==> src/rtl/frost32_mem_arbiter.sv <==
// Frost32 external memory port arbiter.
// Shares one memory bus between instruction fetch (F) and load/store (D).
// Each transaction walks IDLE -> ISSUE -> WAIT -> DONE. D normally wins
// arbitration. After STARVE_LIMIT consecutive D grants with F pending,
// F is forced through.
module frost32_mem_arbiter #(
    parameter int ADDR_WIDTH   = 32,
    parameter int DATA_WIDTH   = 32,
    parameter int STARVE_LIMIT = 4
) (
    input  logic                  clk,
    input  logic                  rst_n,
    input  logic                  f_req,
    input  logic [ADDR_WIDTH-1:0] f_addr,
    output logic                  f_done,
    output logic [DATA_WIDTH-1:0] f_rdata,
    input  logic                  d_req,
    input  logic [ADDR_WIDTH-1:0] d_addr,
    input  logic [DATA_WIDTH-1:0] d_wdata,
    input  logic                  d_type,
    input  logic [1:0]            d_size,
    output logic                  d_done,
    output logic [DATA_WIDTH-1:0] d_rdata,
    output logic                  d_err,
    output logic                  mem_req,
    output logic [ADDR_WIDTH-1:0] mem_addr,
    output logic [DATA_WIDTH-1:0] mem_wdata,
    output logic                  mem_type,
    output logic [1:0]            mem_size,
    input  logic [DATA_WIDTH-1:0] mem_rdata,
    input  logic                  mem_wait
);

    typedef enum logic [1:0] {
        ST_IDLE  = 2'd0,
        ST_ISSUE = 2'd1,
        ST_WAIT  = 2'd2,
        ST_DONE  = 2'd3
    } state_t;

    localparam logic [3:0] STREAK_MAX = 4'(STARVE_LIMIT);
    localparam logic [1:0] SIZE_32    = 2'd0;
    localparam logic [1:0] SIZE_BAD   = 2'd3;
    localparam logic       OWNER_F    = 1'b0;
    localparam logic       OWNER_D    = 1'b1;

    state_t                state_reg, state_next;
    logic                  owner_reg, owner_next;
    logic [3:0]            streak_reg, streak_next;
    logic [ADDR_WIDTH-1:0] mem_addr_reg, mem_addr_next;
    logic [DATA_WIDTH-1:0] mem_wdata_reg, mem_wdata_next;
    logic                  mem_type_reg, mem_type_next;
    logic [1:0]            mem_size_reg, mem_size_next;
    logic [DATA_WIDTH-1:0] f_rdata_reg, f_rdata_next;
    logic [DATA_WIDTH-1:0] d_rdata_reg, d_rdata_next;
    logic                  d_err_reg, d_err_next;
    logic                  d_valid;
    logic                  f_wins;

    // State and datapath registers; reset abandons any in-flight transaction.
    always_ff @(posedge clk or negedge rst_n) begin
        if (!rst_n) begin
            state_reg     <= ST_IDLE;
            owner_reg     <= OWNER_F;
            streak_reg    <= 4'd0;
            mem_addr_reg  <= '0;
            mem_wdata_reg <= '0;
            mem_type_reg  <= 1'b0;
            mem_size_reg  <= SIZE_32;
            f_rdata_reg   <= '0;
            d_rdata_reg   <= '0;
            d_err_reg     <= 1'b0;
        end else begin
            state_reg     <= state_next;
            owner_reg     <= owner_next;
            streak_reg    <= streak_next;
            mem_addr_reg  <= mem_addr_next;
            mem_wdata_reg <= mem_wdata_next;
            mem_type_reg  <= mem_type_next;
            mem_size_reg  <= mem_size_next;
            f_rdata_reg   <= f_rdata_next;
            d_rdata_reg   <= d_rdata_next;
            d_err_reg     <= d_err_next;
        end
    end

    // Arbitration, bus sequencing, read-data capture and starvation tracking.
    always_comb begin
        state_next     = state_reg;
        owner_next     = owner_reg;
        streak_next    = streak_reg;
        mem_addr_next  = mem_addr_reg;
        mem_wdata_next = mem_wdata_reg;
        mem_type_next  = mem_type_reg;
        mem_size_next  = mem_size_reg;
        f_rdata_next   = f_rdata_reg;
        d_rdata_next   = d_rdata_reg;
        d_err_next     = 1'b0;
        // A D request still high during its own d_err cycle is the one just
        // rejected, not a new one.
        d_valid        = d_req && !d_err_reg;
        f_wins         = f_req && (!d_valid || (streak_reg == STREAK_MAX));

        case (state_reg)
            ST_IDLE: begin
                if (f_wins) begin
                    mem_addr_next  = f_addr;
                    mem_wdata_next = '0;
                    mem_type_next  = 1'b0;
                    mem_size_next  = SIZE_32;
                    owner_next     = OWNER_F;
                    streak_next    = 4'd0;
                    state_next     = ST_ISSUE;
                end else if (d_valid) begin
                    if (d_size == SIZE_BAD) begin
                        // Rejected without a bus cycle; streak untouched.
                        d_err_next = 1'b1;
                    end else begin
                        mem_addr_next  = d_addr;
                        mem_wdata_next = d_wdata;
                        mem_type_next  = d_type;
                        mem_size_next  = d_size;
                        owner_next     = OWNER_D;
                        state_next     = ST_ISSUE;
                        if (!f_req) begin
                            streak_next = 4'd0;
                        end else if (streak_reg != STREAK_MAX) begin
                            streak_next = streak_reg + 4'd1;
                        end
                    end
                end
            end
            ST_ISSUE: begin
                state_next = ST_WAIT;
            end
            ST_WAIT: begin
                if (!mem_wait) begin
                    if (owner_reg == OWNER_F) begin
                        f_rdata_next = mem_rdata;
                    end else if (!mem_type_reg) begin
                        d_rdata_next = mem_rdata;
                    end
                    state_next = ST_DONE;
                end
            end
            default: begin
                state_next = ST_IDLE;
            end
        endcase
    end

    assign mem_req   = (state_reg == ST_ISSUE);
    assign mem_addr  = mem_addr_reg;
    assign mem_wdata = mem_wdata_reg;
    assign mem_type  = mem_type_reg;
    assign mem_size  = mem_size_reg;
    assign f_done    = (state_reg == ST_DONE) && (owner_reg == OWNER_F);
    assign d_done    = (state_reg == ST_DONE) && (owner_reg == OWNER_D);
    assign f_rdata   = f_rdata_reg;
    assign d_rdata   = d_rdata_reg;
    assign d_err     = d_err_reg;

endmodule
==> config.mk <==
export PLATFORM = sky130hd
export DESIGN_NAME = frost32_mem_arbiter
export DESIGN_NICKNAME = d
export VERILOG_FILES = /design/src/rtl/frost32_mem_arbiter.sv
export SDC_FILE = /design/constraint.sdc
export NUM_CORES = 1
export LEC_CHECK = 0
export CAP_MARGIN = 40
export CORE_MARGIN = 2
export CORE_UTILIZATION = 44
export CTS_CLUSTER_DIAMETER = 30
export DETAILED_ROUTE_END_ITERATION = 10
export GPL_TIMING_DRIVEN = 0
export MAX_ROUTING_LAYER = met4
export PLACE_DENSITY = 0.86
export REMOVE_ABC_BUFFERS = 1
export SYNTH_ARGS = -nofsm -noshare
export SYNTH_HDL_FRONTEND = slang
export SYNTH_SLANG_ARGS = --single-unit
==> constraint.sdc <==
create_clock -name clk -period 4.8 [get_ports clk]
set_input_delay 1.2 -clock clk [delete_from_list [all_inputs] [get_ports clk]]
set_output_delay 1.2 -clock clk [all_outputs]
set_load 0.02 [all_outputs]
==> impl_metrics.ini, run 1 <==
[timing]
setup-violations-final = 0
fin_crit_sh = 0.689
maxSlewHeadroom = 0.391
totalNegativeSetupSlack_ns = 0
hold_ws_ns = 0.488
rsz0062_at_grt = false
fmax_mhz = 303
hold_viol_final = 0
finalMaxSlewViolations = 0
finClkSkew_ns = 0.00998
tightestPinTransition_ns = 0.910
min_period_ns = 3.31

[clock_network]
ctsHoldBuffers = 0
cts_tree = yes
post_cts_buffers = 0
clock_tree.buffer_depth = 2
ctsResizeCount = 0
clock_sinks = 139
clk_pin_slew_ns = 0.06
cts_inserted_buffers = 17
htree_levels = 4
cts-root-buf = clkbuf_16
clock_latency_ns = 0.42

[global_routing]
grt_max_degree = 84
grtUsageMet1 = 0.261
grt_util_met3 = 0.0929
grt_usage = 0.250
antenna_found_initial = 0
met2_usage = 0.435
grt_pass1_vias = 4816
grt_pass1_wl_um = 24800
grt-ovfl-total = 0
top_usage_layer = met2

[synth]
syn_area_mm2 = 0.00558
avgSynthCellArea_um2 = 14.5
synth_edf_count = 0
synthMostInstantiatedCell = dfrtp_1
synth_flop_cell = dfrtp_1
async_flop_share = 1.00
synth.ff_latch_count = 139
synth_cell_types = 39
yosys.area.top_type = dfrtp_1
synth_warnings = 0
synth_common_cells = dfrtp_1 (139), mux2_2 (64), a22o_1 (36), a2bb2oi_1 (34), o22ai_1 (32)
yosysSeqAreaShare = 0.624
yosys.area.top_type_share = 0.624
synth_cells = 384
synth_area_leaders = dfrtp_1 (62%), mux2_2 (13%), a22o_1 (5.7%)

[floorplanning]
std_cell_rows = 41
start_util = 0.445
fp.coreArea_mm2 = 0.0125
die-area_mm2 = 0.0136
die_w_um = 117
die_y_um = 117
io_pins = 271

[routing]
vias = 4459
wl_per_cell_um = 19.9
drtIter0Drc = 167
drtAntennaViolNets = 0
vias_per_cell = 5.30
first_pass_iters = 4
wirelength_um = 16700
route.detailed.drc = 0

[worst_setup_path]
cpPeakStageDelay_ns = 0.80
ff2ff_path_depth = 5
r2r-start = state_reg[0]
rrSetupSlack_ns = 2.20
end_kind = register
crit_buf_inv = 1
crit_type = input pin to register
cp_data_required_time_ns = 5.10
reg2reg_to = streak_reg[0]
critPathLaunchType = input pin
crit_path_cell_trace = clkdlybuf4s50_1 > o21a_1 > o21ai_4 > mux2_2
cp.arrival_ns = 3.61
slowest_stage = o21a_1
critPathTopFamily = compound AO/OA/AOI/OAI gates
crit_fanout = 35

[placement]
hpwlAfterDp_um = 11700
gp_congestion = 0.846
port_buffers = 270

[finish]
seq_area_mm2 = 0.00348
fillers = 832
final_nets = 798
area_delta_synth_final_pct = 64.9
drive_gt1_frac = 0.170
multi_input_area_mm2 = 0.00195
antennaDiodeCount = 0

[outcome]
status = complete, no violations

[pwr]
combinationalPowerShare = 0.480
p_clk_frac = 0.214
p_leak_nw = 3.85
intPower_mw = 4.42
p_per_area_mw_per_mm2 = 743
power.switching_mw = 2.41
p_seq_frac = 0.306
swShare = 0.353
ir_drop_mv = 0.409

[min_path]
hp-start = d_rdata[5]
whs_endpoint = d_rdata[5]
holdPathStages = 1
hold_class = register to register

[flow_run]
cap_violations = 0
-- how the worst max path moves through the flow --
stage             start            end  cells after the start
6_report          f_req  streak_reg[0]                      4
5_1_grt           f_req  streak_reg[0]                      4
4_1_cts           f_req  streak_reg[0]                      4
3_5_place_dp      f_req  streak_reg[0]                      4
3_3_place_gp      rst_n  mem_wdata[18]                      1
2_1_floorplan  mem_wait     d_rdata[0]                      2
-- cell usage in the layout, fill, tap and decap left out, drive strengths merged, types with 3 or more instances in the layout --
cell type	synthesis	final
o22ai	32	32
o21ai	5	5
buf	25	11
inv	4	4
nor2	3	3
dfrtp	139	139
nor2b	3	3
clkbuf	2	22
a21oi	5	5
clkinv	0	3
mux2	66	66
ha	6	6
nand2	4	4
clkdlybuf4s50	0	269
bufinv	0	5
a22o	36	36
a2bb2oi	34	34
-- through the flow --
stage | power (mW) | setup WS [ns] | util | cell area (um^2) | cells
final | 6.83 | 1.49 | 0.735 | 9200 | 841
after global placement | 5.17 | -2.66 | 0.666 | 8340 | 799
after floorplan | 3.70 | -0.126 | - | 5420 | 357
after detailed placement | 5.35 | 1.11 | 0.680 | 8510 | 808
after CTS | 6.87 | 1.55 | 0.733 | 9170 | 840
after global routing | 7.16 | 1.36 | 0.735 | 9200 | 841
-- cell type report --
cell class | instances | share of cell area
Multi-Input combinational cell | 214 | 0.212
Timing Repair Buffer | 280 | 0.313
Tap cell | 172 | 0.0234
Sequential cell | 139 | 0.378
Inverter | 4 | 0.00163
Clock inverter | 10 | 0.0204
Clock buffer | 22 | 0.0516
-- metal layers --
layer	vias up	wire length [um]
met5	-	0
met4	0	348
met3	34	1430
met2	188	8580
met1	2225	6340
li1	2012	-
-- power groups by stage --
stage	combinational [mW]	clock [mW]	sequential [mW]
global placement	3.13	0	2.05
CTS	3.29	1.48	2.10
finish	3.28	1.46	2.09
floorplan	0.975	0	2.72
global route	3.46	1.54	2.16
detailed placement	3.26	0	2.09
-- logic make-up after synthesis --
family	Yosys count	synth area share
adders and majority gates	6	0.0135
buffers and inverters	31	0.0310
muxes	68	0.137
DFF	139	0.624
and+or+nand+nor	23	0.0276
AOI/OAI and AO/OA	117	0.167
(Power assumes the default switching activity.)
==> run 2: changes to the inputs <==
--- a/config.mk
+++ b/config.mk
@@ -7,12 +7,12 @@
 export LEC_CHECK = 0
 export CAP_MARGIN = 40
 export CORE_MARGIN = 2
-export CORE_UTILIZATION = 44
+export CORE_UTILIZATION = 41
 export CTS_CLUSTER_DIAMETER = 30
 export DETAILED_ROUTE_END_ITERATION = 10
 export GPL_TIMING_DRIVEN = 0
 export MAX_ROUTING_LAYER = met4
-export PLACE_DENSITY = 0.86
+export PLACE_DENSITY = 0.81
 export REMOVE_ABC_BUFFERS = 1
 export SYNTH_ARGS = -nofsm -noshare
 export SYNTH_HDL_FRONTEND = slang
==> constraint.sdc (replaced) <==
create_clock -name clk -period 3.3 [get_ports clk]
set_input_delay 0.825 -clock clk [delete_from_list [all_inputs] [get_ports clk]]
set_output_delay 0.825 -clock clk [all_outputs]
set_load 0.02 [all_outputs]
==> run 2 against run 1 <==
Compared with the run above: utilization decreased by 4.3 points; combinational power grew 44%; sequential power rose by 44%; sequential share of layout area increased by 0.13 points; die area grew 7.1%; largest power group unchanged; critical path depth grew 2; clock power up 40%; cell count grew 0.48%; worst hold slack worse by 0.079 ns.
==> impl_metrics.ini, run 2 (same netlist as run 1, synthesis figures left out) <==
[clock_network]
clock_sinks = 139
ctsResizeCount = 0
clock_latency_ns = 0.41
cts_tree = yes
clock_tree.buffer_depth = 2
htree_levels = 4
clk_pin_slew_ns = 0.06
cts-root-buf = clkbuf_16
post_cts_buffers = 0
cts_inserted_buffers = 17
ctsHoldBuffers = 0

[worst_setup_path]
critPathLaunchType = input pin
end_kind = register
slowest_stage = clkdlybuf4s50_1
cp_data_required_time_ns = 3.62
cpPeakStageDelay_ns = 0.75
crit_path_cell_trace = clkdlybuf4s50_1 > and4b_4 > a21oi_2 > a21oi_2 > buf_8 > a2bb2oi_1
critPathTopFamily = compound AO/OA/AOI/OAI gates
crit_fanout = 17
cp_num_cells = 6
cpMostUsedCell = a21oi_2
ff2ff_path_depth = 7
cp.arrival_ns = 3.27
crit_type = input pin to register
crit_buf_inv = 2

[placement]
dp_slack_ns = -0.0797
port_buffers = 270
hpwlAfterDp_um = 11600
gp_congestion = 0.823
placed_cells = 813

[pwr]
ir_drop_mv = 0.616
p_per_area_mw_per_mm2 = 1070
intPower_mw = 6.30
total_power_mw = 9.79
p_clk_frac = 0.208
p_seq_frac = 0.309
p_leak_nw = 3.82
swShare = 0.357
combinationalPowerShare = 0.483
power.switching_mw = 3.49

[global_routing]
grt_pass1_vias = 4791
antenna_found_initial = 0
grt_max_degree = 71
grt_usage = 0.225
grt-ovfl-total = 0
grt_pass1_wl_um = 24600

[finish]
drive_gt1_frac = 0.173
stdcell_count = 845
antennaDiodeCount = 0
final_cell_mix = clkdlybuf4s50_1 (269), dfrtp_1 (139), mux2_2 (64)
final_common_cell = clkdlybuf4s50_1
final_nets = 798
fillers = 939
area_delta_synth_final_pct = 64.4

[min_path]
hold_class = input pin to asynchronous set/reset pin

[floorplanning]
fp.coreArea_mm2 = 0.0132
std_cell_rows = 42
start_util = 0.421
die_w_um = 121
die_y_um = 121
die-area_mm2 = 0.0145
io_pins = 271

[timing]
setup-violations-final = 0
hold_viol_final = 0
maxSlewHeadroom = 0.399
fin_ws_ns = 0.347
tightestPinTransition_ns = 0.898
finClkSkew_ns = 0.00814
min_period_ns = 2.95
fin_crit_sh = 0.895
finalMaxSlewViolations = 0
fmax_mhz = 339
rsz0062_at_grt = false
totalNegativeSetupSlack_ns = 0
hold_ws_ns = 0.409

[routing]
drtIter0Drc = 202
vias = 4455
wirelength_um = 15700
wl_per_cell_um = 18.6
route.detailed.drc = 0
vias_per_cell = 5.27
first_pass_iters = 6
drtAntennaViolNets = 0

[flow_run]
cap_violations = 0

[outcome]
status = complete, no violations
run 2: final timing paths:
path / slack, ns / startpoint / end
max in group asynchronous: 2.13 / rst_n / f_rdata[26]
max: 0.35 / f_req / mem_addr[13]
max reg2reg: 0.93 / streak_reg[0] / mem_addr[13]
min: 0.41 / rst_n / mem_wdata[2]
min in group clk: 0.50 / d_rdata[5] / d_rdata[5]
min reg2reg: 0.50 / d_rdata[5] / d_rdata[5]
run 2: area by class of cell:
| type | instances | area [um^2] | area share |
|---|---|---|---|
| clock buffers | 17 | 425 | 0.0464 |
| clock inverters | 15 | 211 | 0.0231 |
| inverters | 4 | 15.0 | 0.00164 |
| multi-input cells | 214 | 1950 | 0.212 |
| flip-flops and latches | 139 | 3480 | 0.380 |
| well taps | 176 | 220 | 0.0240 |
| repair buffers | 280 | 2870 | 0.313 |
run 2: layer usage:
metal,up-vias,part of all wire,track usage
li1,2003,-,-
met1,2208,0.40,0.261
met4,0,0.027,0.0923
met2,211,0.49,0.361
met3,33,0.082,0.0741
met5,-,0,-
run 2: through the flow:
step,utilization,area (um^2)
after floorplan,-,5420
after global placement,0.630,8340
after detailed placement,0.644,8530
after CTS,0.692,9160
after global routing,0.692,9160
final,0.692,9160
run 2: power groups by stage:
stage	Combinational, mW	Sequential [mW]	Clock, mW
2_1_floorplan	1.42	3.96	0
3_3_place_gp	4.56	2.98	0
3_5_place_dp	4.75	3.04	0
4_1_cts	4.77	3.02	2.08
5_1_grt	5.00	3.12	2.15
6_report	4.73	3.02	2.04
==> run 3: changes to the inputs <==
--- a/config.mk
+++ b/config.mk
@@ -13,7 +13,6 @@
 export GPL_TIMING_DRIVEN = 0
 export MAX_ROUTING_LAYER = met4
 export PLACE_DENSITY = 0.81
-export REMOVE_ABC_BUFFERS = 1
 export SYNTH_ARGS = -nofsm -noshare
 export SYNTH_HDL_FRONTEND = slang
 export SYNTH_SLANG_ARGS = --single-unit
==> run 3 against run 2 <==
Compared with the run above: clock power barely moved; fmax increased by 13%; clock skew shrank 0.0027 ns; combinational power barely moved; worst hold slack got worse by 0.014 ns; setup slack gained 0.33 ns; non-clock buffer count rose by 18; routed wire length rose by 1.4%; critical endpoint is now f_done; count of clock-buffer cells in the layout rose by 4.
==> impl_metrics.ini, run 3 (same netlist as run 1, synthesis figures left out) <==
[outcome]
status = complete, no violations

[timing]
fmax_mhz = 382
maxSlewHeadroom = 0.569
min_period_ns = 2.62
setup-violations-final = 0
fin_crit_sh = 0.794
finClkSkew_ns = 0.00544
tightestPinTransition_ns = 0.646
finalMaxSlewViolations = 0
rsz0062_at_grt = false
fin_ws_ns = 0.679
hold_viol_final = 0

[global_routing]
grt-ovfl-total = 0
grt_pass1_wl_um = 24800
grt_usage = 0.227
antenna_found_initial = 0
grt_max_degree = 72
grt_pass1_vias = 4789

[clock_network]
ctsResizeCount = 0
clock_tree.buffer_depth = 2
ctsHoldBuffers = 0
cts_inserted_buffers = 17
clk_pin_slew_ns = 0.06
htree_levels = 4
cts_tree = yes
clock_latency_ns = 0.41
clock_sinks = 139
post_cts_buffers = 0
cts-root-buf = clkbuf_16

[worst_setup_path]
critPathLaunchType = register
rrSetupSlack_ns = 1.29
cp_data_required_time_ns = 2.47
crit_type = register to primary output
crit_fanout = 4
cp.arrival_ns = 1.80
end_kind = primary output

[placement]
hpwlAfterDp_um = 11900
dp_slack_ns = 0.601
dpl_cell_area_mm2 = 0.00853
gp_congestion = 0.857
port_buffers = 270

[routing]
drtAntennaViolNets = 0
first_pass_iters = 4
wl_per_cell_um = 18.5
vias = 4482
drtIter0Drc = 208
vias_per_cell = 5.20
route.detailed.drc = 0
wirelength_um = 16000

[pwr]
p_per_area_mw_per_mm2 = 1070
p_leak_nw = 3.87
swShare = 0.352
p_clk_frac = 0.207
intPower_mw = 6.32
p_seq_frac = 0.310
combinationalPowerShare = 0.483
power.switching_mw = 3.44
ir_drop_mv = 0.664

[floorplanning]
fp.coreArea_mm2 = 0.0132
start_util = 0.421
die_w_um = 121
std_cell_rows = 42
io_pins = 271
die_y_um = 121
die-area_mm2 = 0.0145

[min_path]
hold_class = input pin to asynchronous set/reset pin

[finish]
final_cell_mix = clkdlybuf4s50_1 (269), dfrtp_1 (139), mux2_2 (64)
antennaDiodeCount = 0
finish.instance_area_mm2 = 0.00916
drive_gt1_frac = 0.187
final_common_cell = clkdlybuf4s50_1
final_nets = 816
area_delta_synth_final_pct = 64.3

[synth]
syn_nets = 526

[flow_run]
cap_violations = 0
## run 3: changes by cell type in the layout (fill, tap and decap cells not counted), sizes merged
cell | previous run | this run
clkbuf | 17 | 23
clkinv | 2 | 4
clkinvlp | 4 | 1
inv | 9 | 5
buf | 11 | 27
## run 3: final cells by class
type	instances	area, um^2
Buffer	27	158
Clock buffer	21	470
Clock inverter	10	164
Fill cell	928	4080
Inverter	4	15.0
Multi-Input combinational cell	214	1920
Sequential cell	139	3480
Tap cell	176	220
Timing Repair Buffer	271	2730
## run 3: power groups by stage
stage                     logic, mW  clock network [mW]  registers, mW
after detailed placement       4.73                   0           3.04
after CTS                      4.76                2.06           3.03
final                          4.71                2.02           3.03
after global placement         4.63                   0           2.99
after floorplan                1.49                   0           3.97
after global routing           4.98                2.12           3.12
## run 3: path summary, 6_finish.rpt
| path | cells after the start | to | start |
|---|---|---|---|
| max | 3 | f_done | state_reg[1] |
| min | 1 | mem_addr[14] | rst_n |
| max reg2reg | 6 | mem_addr[18] | state_reg[0] |
| min reg2reg | 1 | d_rdata[6] | d_rdata[6] |
| max in group asynchronous | 2 | f_rdata[10] | rst_n |
| min in group clk | 1 | d_rdata[6] | d_rdata[6] |
## run 3: routing by layer
layer  GRT usage  vias to the layer above  routed length, um
li1            -                     2041                  -
met1       0.259                     2224               6380
met2       0.377                      191               8120
met3      0.0717                       26               1130
met4      0.0799                        0                327
met5           -                        -                  0
## run 3: worst max-delay path, stage by stage, from the launching register on
cell	delay [ns]
dfrtp_1	0.39
ha_1	0.20
nor2b_1	0.15
clkdlybuf4s50_1	0.64
## run 3: stage by stage
step	util	TNS (ns)	hold WS [ns]	power, mW	cells
finish	0.692	0	0.395	9.76	862
global route	0.692	0	0.452	10.2	862
CTS	0.692	0	0.428	9.85	862
detailed placement	0.644	0	0.479	7.77	831
global placement	0.642	-524.73	0.470	7.62	830
floorplan	-	0	0.465	5.45	384
